$ cat src/rtl/freq_meter_pkg.sv
// Shared definitions for the frequency meter: state encoding, default
// parameter values and the gate-counter width helper.
package freq_meter_pkg;

    typedef enum logic {
        IDLE = 1'b0,
        GATE = 1'b1
    } state_e;

    localparam int GATE_VAL_DEF    = 50000;
    localparam int COUNT_W_DEF     = 16;
    localparam int SYNC_STAGES_DEF = 2;

    // Ceiling of log2, used to size the gate counter.
    function automatic int clog2_f(input int value);
        int result;
        int v;
        result = 0;
        v      = value - 1;
        while (v > 0) begin
            result = result + 1;
            v      = v >> 1;
        end
        return result;
    endfunction

endpackage

$ cat src/rtl/freq_meter_sync_edge_det.sv
// Multi-flop synchronizer for an asynchronous input followed by a
// single-cycle rising-edge pulse. Reusable for buttons and similar inputs.
module sync_edge_det
    import freq_meter_pkg::*;
#(
    parameter int Stages = SYNC_STAGES_DEF
) (
    input  logic clk_i,
    input  logic rst_ni,
    input  logic async_i,
    output logic rise_o
);

    logic [Stages-1:0] sync_q;
    logic              prev_q;

    // Shift the async input through the synchronizer and keep one cycle of history.
    always_ff @(posedge clk_i) begin
        if (!rst_ni) begin
            sync_q <= '0;
            prev_q <= 1'b0;
        end else begin
            sync_q <= {sync_q[Stages-2:0], async_i};
            prev_q <= sync_q[Stages-1];
        end
    end

    assign rise_o = sync_q[Stages-1] & ~prev_q;

endmodule

$ cat src/rtl/freq_meter.sv
// Frequency meter: counts synchronized rising edges of sig_in_i over
// contiguous gate windows of GateVal clock cycles and publishes the total.
//
// state | meaning
// IDLE  | not measuring, counters held at zero
// GATE  | window in progress, counting edges
module freq_meter
    import freq_meter_pkg::*;
#(
    parameter int GateVal    = GATE_VAL_DEF,
    parameter int CountW     = COUNT_W_DEF,
    parameter int SyncStages = SYNC_STAGES_DEF
) (
    input  logic              clk_i,
    input  logic              rst_ni,
    input  logic              sig_in_i,
    input  logic              enable_i,
    output logic [CountW-1:0] count_o,
    output logic              count_valid_o,
    output logic              overflow_o,
    output logic              busy_o
);

    localparam int GateW = clog2_f(GateVal);
    localparam logic [GateW-1:0]  GATE_LAST = GateW'(GateVal - 1);
    localparam logic [CountW-1:0] EDGE_MAX  = '1;

    state_e              state_q, state_d;
    logic [GateW-1:0]    gate_q, gate_d;
    logic [CountW-1:0]   edge_q, edge_d;
    logic                sat_q, sat_d;
    logic [CountW-1:0]   count_q, count_d;
    logic                ovf_q, ovf_d;
    logic                valid_q, valid_d;
    logic                rise;
    logic [CountW-1:0]   edge_tot;
    logic                sat_tot;

    sync_edge_det #(
        .Stages (SyncStages)
    ) u_sync (
        .clk_i   (clk_i),
        .rst_ni  (rst_ni),
        .async_i (sig_in_i),
        .rise_o  (rise)
    );

    // Edge total including this cycle's edge, saturating at the counter maximum.
    always_comb begin
        edge_tot = edge_q;
        sat_tot  = sat_q;
        if (rise) begin
            if (edge_q == EDGE_MAX) begin
                sat_tot = 1'b1;
            end else begin
                edge_tot = edge_q + CountW'(1);
            end
        end
    end

    // Next-state, counter and result logic.
    always_comb begin
        state_d = state_q;
        gate_d  = gate_q;
        edge_d  = edge_q;
        sat_d   = sat_q;
        count_d = count_q;
        ovf_d   = ovf_q;
        valid_d = 1'b0;
        case (state_q)
            IDLE: begin
                gate_d = '0;
                edge_d = '0;
                sat_d  = 1'b0;
                if (enable_i) begin
                    state_d = GATE;
                end
            end
            GATE: begin
                if (!enable_i) begin
                    state_d = IDLE;
                    gate_d  = '0;
                    edge_d  = '0;
                    sat_d   = 1'b0;
                end else if (gate_q == GATE_LAST) begin
                    // Close the window and start the next one with no dead cycle.
                    count_d = edge_tot;
                    ovf_d   = sat_tot;
                    valid_d = 1'b1;
                    gate_d  = '0;
                    edge_d  = '0;
                    sat_d   = 1'b0;
                end else begin
                    gate_d = gate_q + GateW'(1);
                    edge_d = edge_tot;
                    sat_d  = sat_tot;
                end
            end
            default: begin
                state_d = IDLE;
            end
        endcase
    end

    // State, counter and result registers with synchronous active-low reset.
    always_ff @(posedge clk_i) begin
        if (!rst_ni) begin
            state_q <= IDLE;
            gate_q  <= '0;
            edge_q  <= '0;
            sat_q   <= 1'b0;
            count_q <= '0;
            ovf_q   <= 1'b0;
            valid_q <= 1'b0;
        end else begin
            state_q <= state_d;
            gate_q  <= gate_d;
            edge_q  <= edge_d;
            sat_q   <= sat_d;
            count_q <= count_d;
            ovf_q   <= ovf_d;
            valid_q <= valid_d;
        end
    end

    assign count_o       = count_q;
    assign count_valid_o = valid_q;
    assign overflow_o    = ovf_q;
    assign busy_o        = (state_q == GATE);

endmodule

$ cat config.mk
export PLATFORM = sky130hd
export DESIGN_NAME = freq_meter
export DESIGN_NICKNAME = d
export VERILOG_FILES = /design/src/rtl/freq_meter_pkg.sv /design/src/rtl/freq_meter_sync_edge_det.sv /design/src/rtl/freq_meter.sv
export SDC_FILE = /design/constraint.sdc
export NUM_CORES = 1
export LEC_CHECK = 0
export CAP_MARGIN = 20
export CORE_MARGIN = 2
export CORE_UTILIZATION = 59
export CTS_CLUSTER_SIZE = 20
export DETAILED_ROUTE_END_ITERATION = 16
export PLACE_DENSITY = 0.91
export SLEW_MARGIN = 40
export SYNTH_ARGS = -nofsm -noshare
export SYNTH_HDL_FRONTEND = slang
export SYNTH_SLANG_ARGS = --single-unit
$ cat constraint.sdc
create_clock -name clk_i -period 3.7 [get_ports clk_i]
set_input_delay 0.555 -clock clk_i [delete_from_list [all_inputs] [get_ports clk_i]]
set_output_delay 0.555 -clock clk_i [all_outputs]
set_load 0.05 [all_outputs]
==> impl_metrics.yaml <==
timing:
  worst_pin_slew_ns: 0.618
  report.final.hold_viol_count: 0
  finalWorstSetupSlack_ns: 1.62
  final-max-slew-violation-count: 0
  relSlewSlack_pct: 58.8
  fin_crit_ns: 2.08
  timing.hold.ws_ns: 0.441
  fmax_ghz: 0.480
  finClkSkew_ns: 0.00367
  layout_worst_path_cycle_share_pct: 56.3
  setup_repair_after_global_routing_missed_its_margin: "false"
  timing.setup.tns_ns: 0
  setup-violations-final: 0
logic_synthesis:
  synthDominantAreaCellType: "sky130_fd_sc_hd__dfxtp_1"
  mux_cell_area_share_after_synthesis_pct: 1.35
  dominantRegCellSynth: "sky130_fd_sc_hd__dfxtp_1"
  synth-seq-cells: 55
  ys.warnings.count: 0
  post-synth-top-area-fraction_pct: 49.4
  post_synth_arst_share_pct: 0
  mappedNetlistNets: 248
  syn_inst: 242
  post_synth_main_area_contributors: "sky130_fd_sc_hd__dfxtp_1, sky130_fd_sc_hd__nor2_1, sky130_fd_sc_hd__xnor2_1"
  synth_seq_area_share_pct: 49.4
  synth_compound_gate_area_share_pct: 10.7
  synth_area_per_cell_um2: 9.21
  yosys.area_share.adder_pct: 1.12
  number_of_enable_flip_flop_cells_after_synthesis: 0
  synthXorXnorAreaFrac_pct: 9.83
  post_synth_num_cell_types: 39
  netlist_area_mm2: 0.00223
  synth_top_family_by_area: "simple AND/OR/NAND/NOR gates"
  area_fraction_in_and_or_nand_and_nor_cells_after_synthesis_pct: 25.4
drt:
  number_of_nets_still_failing_antenna_checks_after_routing: 0
  detail_route.iter0.violations: 66
  wirelength_mm: 4.14
  routedWlPerCell_um: 13.2
  vias: 1715
  detail_route.vias_per_cell: 5.46
  drt_pre_antenna_iters: 4
  drc: 0
die:
  initial_utilization_pct: 61.3
  fp.dieArea_mm2: 0.00428
  pin_count: 23
  die_width_um: 65.5
  core_area_mm2: 0.00363
  die-height_um: 65.5
  std_cell_rows: 22
clock_tree:
  worst_skew_pair.late_latency_ns: 0.31
  cts-resized-gates: 0
  clock-root-buffer: "sky130_fd_sc_hd__clkbuf_8"
  cts.path.max_buffers: 2
  h-tree-depth: 2
  numCtsBuffers: 5
  tritoncts: "done"
  ctsHoldBuffers: 0
  cts.sink_count: 55
  clock_transition_at_the_register_clock_pins_on_the_worst_setup_and_hold_paths_after_cts_ns: 0.09
  cts_setup_buffers: 0
critical_path:
  worstPathRequired_ns: 3.92
  crit_path_max_fanout: 15
  critPathCaptureType: "register"
  slowest_stage: "sky130_fd_sc_hd__nor2_2"
  timing.setup.critical_path_class: "register to register"
  critical-path-max-stage-delay_ns: 0.55
  crit_chain: "ha_1 -> and3_1 -> nand4_1 -> nor2_2 -> nor2_1 -> a211oi_1"
  worst-endpoint-arrival_ns: 2.31
  critical_path_launch_point_type: "register"
job:
  maxCapViolCount: 0
layout:
  syn_to_final_growth_pct: 16.1
  mostFrequentLayoutCells: "sky130_fd_sc_hd__dfxtp_1, sky130_fd_sc_hd__nor2_1, sky130_fd_sc_hd__clkdlybuf4s50_1, sky130_fd_sc_hd__xnor2_1"
  mostFrequentLayoutCell: "sky130_fd_sc_hd__dfxtp_1"
  finish.net_count: 271
  drive_gt1_share_pct: 8.27
  antenna_cells: 0
  final_cells: 314
global_route:
  globalRouteTotalUtil_pct: 21.8
  congestion_overflow_gr: 0
  grt_first_pass_wirelength_mm: 7.11
  grt_antenna_before_repair: 0
  grt_max_degree: 33
  via_count_of_the_first_global_routing_pass: 1585
power_and_ir_drop:
  vdd.ir_drop.worst_mv: 0.296
  cellPowerDensity_mw_per_mm2: 374
  power.static_leakage_nw: 0.835
  finalPower_mw: 0.968
placement:
  detailed_place_hpwl_mm: 2.86
  pre_cts_ws_ns: 1.47
  post-place-cells: 306
  portBuffers: 22
  gp_congestion: 0.829
hold_path:
  worstHoldPathType: "register to register"
outcome:
  outcome: "complete, no violations"
power by group:
| group | total [mW] | switching, mW | leakage (nW) | internal (mW) |
|---|---|---|---|---|
| Sequential | 0.595 | 0.00153 | 0.444 | 0.594 |
| Clock | 0.354 | 0.183 | 0.0515 | 0.171 |
| Combinational | 0.0191 | 0.0120 | 0.340 | 0.00714 |
| Total | 0.968 | 0.196 | 0.835 | 0.772 |
cell families (layout without fill, tap and decap cells):
kind of cell / after synthesis / after routing
multiplexers: 3 / 3
XOR/XNOR: 25 / 25
AND/OR/NAND/NOR: 106 / 106
AO/OA/AOI/OAI: 40 / 40
flip-flops: 55 / 55
adder cells (fa/ha/maj): 2 / 2
buffers and inverters: 11 / 35
cell type report:
type | instances | area (um2)
Clock buffer | 8 | 100
Fill cell | 293 | 1050
Multi-Input combinational cell | 176 | 1080
Sequential cell | 55 | 1100
Tap cell | 48 | 60.1
Timing Repair Buffer | 23 | 228
Inverter | 4 | 15.0
path summary, 6_finish.rpt:
path / endpoint / depth (start not counted) / startpoint / slack, ns
worst max-delay path: overflow_o / 6 / gate_q[0] / 1.62
worst min-delay path: u_sync.sync_q[1] / 1 / u_sync.sync_q[0] / 0.44
worst max register to register: overflow_o / 6 / gate_q[0] / 1.62
worst min register to register: u_sync.sync_q[1] / 1 / u_sync.sync_q[0] / 0.44
sequential cells by signal (all words and copies together), names as in the netlist:
name	flops
overflow_o	1
count_o	16
count_valid_o	1
edge_q	16
gate_q	16
u_sync.sync_q	2
u_sync.prev_q	1
busy_o	1
sat_q	1
synth_stat cells, drive strengths merged, types with 3 or more instances:
master	n
xor2	11
dfxtp	55
and2	4
o21ai	12
mux2i	3
inv	4
nor2	43
nand4	11
and3	5
a31oi	3
xnor2	14
nand3	14
a21oi	14
buf	5
nand2	11
nor3	7
a211oi	5
layer usage:
layer / GRT usage [%] / routed length, um / part of all wire (%) / vias up
met1: 29.5 / 1930 / 47 / 772
met3: 4.79 / 239 / 5.8 / 10
met4: 12.0 / 114 / 2.8 / 0
met5: 0 / 0 / 0 / -
li1: - / - / - / 889
met2: 32.4 / 1850 / 45 / 44
metrics by stage:
step,cell area [um2],utilization (%)
after floorplan,2230,-
after global placement,2480,68.3
after detailed placement,2490,68.4
after CTS,2590,71.2
after global routing,2590,71.2
final,2590,71.2
worst max-delay path: cells and delay by family, from the launching register on:
kind            cells  cell delay (ns)
compound gates      1             0.23
simple gates        4             1.15
fa+ha+maj           1             0.22
flops               1             0.39
(Power assumes the default switching activity.)
